--- src/rtl/seg7_scan_decoder.sv ---
// seg7_scan_decoder: debounced readback of a multiplexed seven-segment bus into BCD digits
module seg7_scan_decoder #(
  parameter int NDIG   = 4,
  parameter int STABLE = 3
) (
  input  logic              i_clk,
  input  logic              i_rst,
  input  logic              i_stb,
  input  logic [6:0]        i_seg_in,
  input  logic [NDIG-1:0]   i_dig_sel,
  input  logic              i_err_clr,
  output logic [4*NDIG-1:0] o_dout,
  output logic [NDIG-1:0]   o_vld,
  output logic [NDIG-1:0]   o_err,
  output logic              o_upd,
  output logic              o_sel_err
);
  localparam logic [3:0] LIM = 4'(STABLE);
  logic [6:0]      r_seg;
  logic [NDIG-1:0] r_sel;
  logic            r_sv;
  logic            r_bad;
  logic [6:0]      r_pat [NDIG];
  logic [3:0]      r_cnt [NDIG];
  logic            w_onehot;
  logic            w_legal;
  logic [3:0]      w_val;
  logic [3:0]      w_ncnt [NDIG];
  logic [NDIG-1:0] w_hit;
  logic [NDIG-1:0] w_settle;
  logic [NDIG-1:0] w_chg;

  assign w_onehot = $onehot(i_dig_sel);

  always_comb begin
    w_legal = 1'b1;
    w_val   = 4'd0;
    case (r_seg)
      7'b0111111:             w_val = 4'd0;
      7'b0000110:             w_val = 4'd1;
      7'b1011011:             w_val = 4'd2;
      7'b1001111:             w_val = 4'd3;
      7'b1100110:             w_val = 4'd4;
      7'b1101101:             w_val = 4'd5;
      7'b1111101:             w_val = 4'd6;
      7'b0000111, 7'b0100111: w_val = 4'd7;
      7'b1111111:             w_val = 4'd8;
      7'b1101111:             w_val = 4'd9;
      default:                w_legal = 1'b0;
    endcase
  end

  // a saturated run only re-settles when every sample is meant to settle
  always_comb begin
    for (int i = 0; i < NDIG; i++) begin
      w_hit[i]    = r_sv & r_sel[i];
      w_ncnt[i]   = (r_seg != r_pat[i]) ? 4'd1 : (r_cnt[i] >= LIM ? LIM : r_cnt[i] + 4'd1);
      w_settle[i] = w_hit[i] && w_ncnt[i] == LIM && (r_seg != r_pat[i] || r_cnt[i] != LIM || STABLE == 1);
      w_chg[i]    = w_settle[i] && w_legal && (!o_vld[i] || o_dout[4*i +: 4] != w_val);
    end
  end

  always_ff @(posedge i_clk or posedge i_rst) begin
    if (i_rst) begin
      r_seg     <= '0;
      r_sel     <= '0;
      r_sv      <= 1'b0;
      r_bad     <= 1'b0;
      o_dout    <= '0;
      o_vld     <= '0;
      o_err     <= '0;
      o_upd     <= 1'b0;
      o_sel_err <= 1'b0;
      for (int i = 0; i < NDIG; i++) begin
        r_pat[i] <= '0;
        r_cnt[i] <= '0;
      end
    end else begin
      r_sv      <= i_stb & w_onehot;
      r_bad     <= i_stb & ~w_onehot;
      if (i_stb) begin
        r_seg <= i_seg_in;
        r_sel <= i_dig_sel;
      end
      o_sel_err <= r_bad;
      o_upd     <= |w_chg;
      o_err     <= (o_err & ~{NDIG{i_err_clr}}) | (w_settle & ~{NDIG{w_legal}});
      for (int i = 0; i < NDIG; i++) begin
        if (w_hit[i]) begin
          r_pat[i] <= r_seg;
          r_cnt[i] <= w_ncnt[i];
        end
        if (w_settle[i]) begin
          o_vld[i] <= w_legal;
          if (w_legal)
            o_dout[4*i +: 4] <= w_val;
        end
      end
    end
  end
endmodule

--- config.mk ---
export PLATFORM = sky130hd
export DESIGN_NAME = seg7_scan_decoder
export DESIGN_NICKNAME = d
export VERILOG_FILES = /design/src/rtl/seg7_scan_decoder.sv
export SDC_FILE = /design/constraint.sdc
export NUM_CORES = 1
export LEC_CHECK = 0
export ABC_AREA = 1
export CAP_MARGIN = 20
export CORE_ASPECT_RATIO = 0.9
export CORE_UTILIZATION = 62
export DETAILED_ROUTE_END_ITERATION = 7
export GPL_TIMING_DRIVEN = 0
export PLACE_DENSITY = 0.84
export SLEW_MARGIN = 20
export SYNTH_ARGS = -nofsm -noshare
export SYNTH_HDL_FRONTEND = slang
export SYNTH_SLANG_ARGS = --single-unit
--- constraint.sdc ---
create_clock -name i_clk -period 5.9 [get_ports i_clk]
set_input_delay 1.475 -clock i_clk [delete_from_list [all_inputs] [get_ports i_clk]]
set_output_delay 1.475 -clock i_clk [all_outputs]
set_load 0.01 [all_outputs]
==> results by group <==
Drt
  • Routed WL per cell: 13.8 µm
  • DR pass1 iterations: 5
  • Vias per cell: 5.31
  • DRT Wirelength: 9.09 mm
  • Routed vias: 3,490
  • 1st-iter DRT viols: 214
  • Residual DRC count: 0
  • Routed Antenna Nets: 0

Logic synthesis
  • Netlist cell types: 33
  • Top cell type's share of synthesized area: 48.8%
  • Netlist Area Pre-Place: 4250 µm²
  • Mapped Cells: 511
  • Ys Warns: 0
  • Post-synthesis sequential area ratio: 48.8%
  • Synth Register Bits: 83
  • Post-Syn Nets: 533
  • Main flop type after synthesis: dfrtp_1
  • Ranking of synthesized cells by area: dfrtp_1 49%, nand2_1 12%, o21ai_0 7.4%
  • Area leader, netlist: dfrtp_1
  • EDFF count, synth: 0
  • Async SR Flop Fraction: 100%
  • Syn Area/Cell: 8.33 µm²

Global routing
  • Largest net degree at the start of global routing: 49
  • Remaining global-route overflow: 0
  • Vias in the first global route: 3,506
  • Total global-route track usage: 29.3%
  • Global-route wire length before repair: 15.6 mm
  • Initial antenna violation count: 0

Power
  • P_leak: 2.38 nW
  • Worst vdd ir: 0.288 mV
  • Power per cell area: 301 nW/µm²

Place
  • Cell count after placement: 642
  • IO buf count: 40
  • Setup WS pre-CTS: 2.21 ns
  • Detailed Place HPWL: 6.51 mm
  • GPL Wtd Cong: 0.827

Worst setup path
  • Crit path cell chain: clkdlybuf4s50_1 -> inv_1 -> fa_1 -> inv_1 -> ha_1 -> ha_1 -> or3b_2 -> nand2_1 -> inv_1
  • CP Class: in2reg
  • Crit path DAT: 3.58 ns
  • Top cell by count, worst path: inv_1
  • Slowest stage delay, CP: 0.54 ns
  • Slowest CP cell: fa_1
  • Critical path peak fanout: 2
  • Critical path data required time: 6.16 ns
  • CP startpoint kind: input pin
  • CP Capture Type: register

Timing
  • Tcrit/Tclk final: 56.3%
  • Hold_ws: 0.359 ns
  • Final Hold Vio Count: 0
  • Final worst slack: 2.58 ns
  • Tmin final: 3.32 ns
  • Slew @ Worst Pin: 0.485 ns
  • RSZ-0062 raised after global routing: no
  • Max Slew Vio Count: 0
  • Slew HR: 67.7%
  • Fin Setup TNS: 0 ns
  • Clk_skew: 0.00963 ns
  • Fmax: 301 MHz
  • Final Setup Violations: 0

Die
  • Core Area: 6590 µm²
  • Site Rows: 28
  • Die ar.: 7200 µm²
  • Top Ports: 41
  • Die Span Y: 80.6 µm
  • Die W: 89.3 µm
  • Starting density of the core: 64.6%

CTS
  • CTS tree: built
  • Post-CTS Hold Buffers: 0
  • Clock sinks: 83
  • Post_cts resized: 0
  • Clk Latency, worst-skew pair: 0.35 ns
  • Postcts setup bufs: 0
  • Clock-pin slew on the worst setup and hold paths: 0.08 ns
  • H-tree Lvls: 3
  • Max Buffers Root-to-Sink: 2
  • Num CTS Buffers: 9
  • CTS root buffer: clkbuf_8

Final layout
  • Most frequent cells in the layout: 135 x nand2_1, 83 x dfrtp_1, 63 x o21ai_0
  • FILL cells: 518
  • Most common cell after layout, fill and taps aside: nand2_1
  • # diodes: 0
  • Layout area overhead: 17.1%
  • Final Core Density: 75.6%
  • Layout cells sized above 1: 9.70%
  • Final net count: 585
  • Multi-input gate area: 1830 µm²
  • Seq. cell area: 2080 µm²
  • Non-Filler Instances: 657

Outcome
  • Status: complete, no violations

Flow run
  • Max cap viols: 0

Worst hold path
  • Hold Path Class: reg2reg
worst max-delay path: cells and delay by family:
family | cells | cell delay (ns)
simple gates | 2 | 0.54
fa+ha+maj | 3 | 0.96
buf+inv | 4 | 0.60
power by group:
group	total [mW]	switching, mW	internal, mW	leakage (nW)
registers	0.759	0.0797	0.680	1.09
logic	0.352	0.194	0.158	1.20
clock network	0.388	0.197	0.192	0.0881
total	1.50	0.470	1.03	2.38
logic make-up after synthesis:
family                     after synthesis  share of synthesized area, %
and+or+nand+nor                        240                          25.5
DFF                                     83                          48.8
buffers and inverters                   77                          8.15
AOI/OAI and AO/OA                       73                          8.88
xor gates and xnor gates                31                          6.38
adders and majority gates                7                          2.24
layer usage:
layer / vias up / track usage (%) / share of wire, %
li1: 1708 / - / -
met1: 1678 / 37.0 / 45
met2: 93 / 48.4 / 49
met3: 11 / 8.63 / 4.9
met4: 0 / 9.05 / 1.5
met5: - / 0 / 0
state kept, by name, summed over array words and instances (netlist names):
signal,cells
r_pat,28
o_dout,16
r_cnt,16
r_seg,7
o_err,4
o_vld,4
r_sel,4
o_sel_err,1
o_upd,1
r_bad,1
r_sv,1
stage by stage:
stage	total power [mW]	cell area (µm²)
after CTS	1.51	4980
after floorplan	1.02	4250
final	1.50	4980
after global placement	1.09	4770
after detailed placement	1.11	4800
after global routing	1.59	4980
Yosys cell counts, drive strengths merged, types with 4 or more instances:
cell type / number
buf: 7
clkbuf: 5
dfrtp: 83
ha: 6
inv: 64
nand2: 144
nand3: 19
nand3b: 4
nand4: 6
nor2: 60
nor3: 5
o21ai: 64
xnor2: 19
xor2: 12
path summary, 6_finish.rpt:
kind,startpoint,endpoint,slack [ns],cells after the start
max reg2reg,r_seg[0],o_upd,3.90,11
max in group asynchronous,i_rst,r_cnt[9],3.80,3
min in group asynchronous,i_rst,r_cnt[15],1.51,2
min,r_bad,o_sel_err,0.36,0
min reg2reg,r_bad,o_sel_err,0.36,0
max,i_dig_sel[0],r_bad,2.58,9
area by class of cell:
class                      count  share of cell area (%)
timing repair buffer          41                    8.59
inverter                      65                    5.05
tap                           90                    2.26
clock buffer                  10                    2.56
multi-input combinational    351                    36.8
buffer                        12                    1.96
sequential                    83                    41.7
clock inverter                 5                    1.11
(Power assumes the default switching activity.)
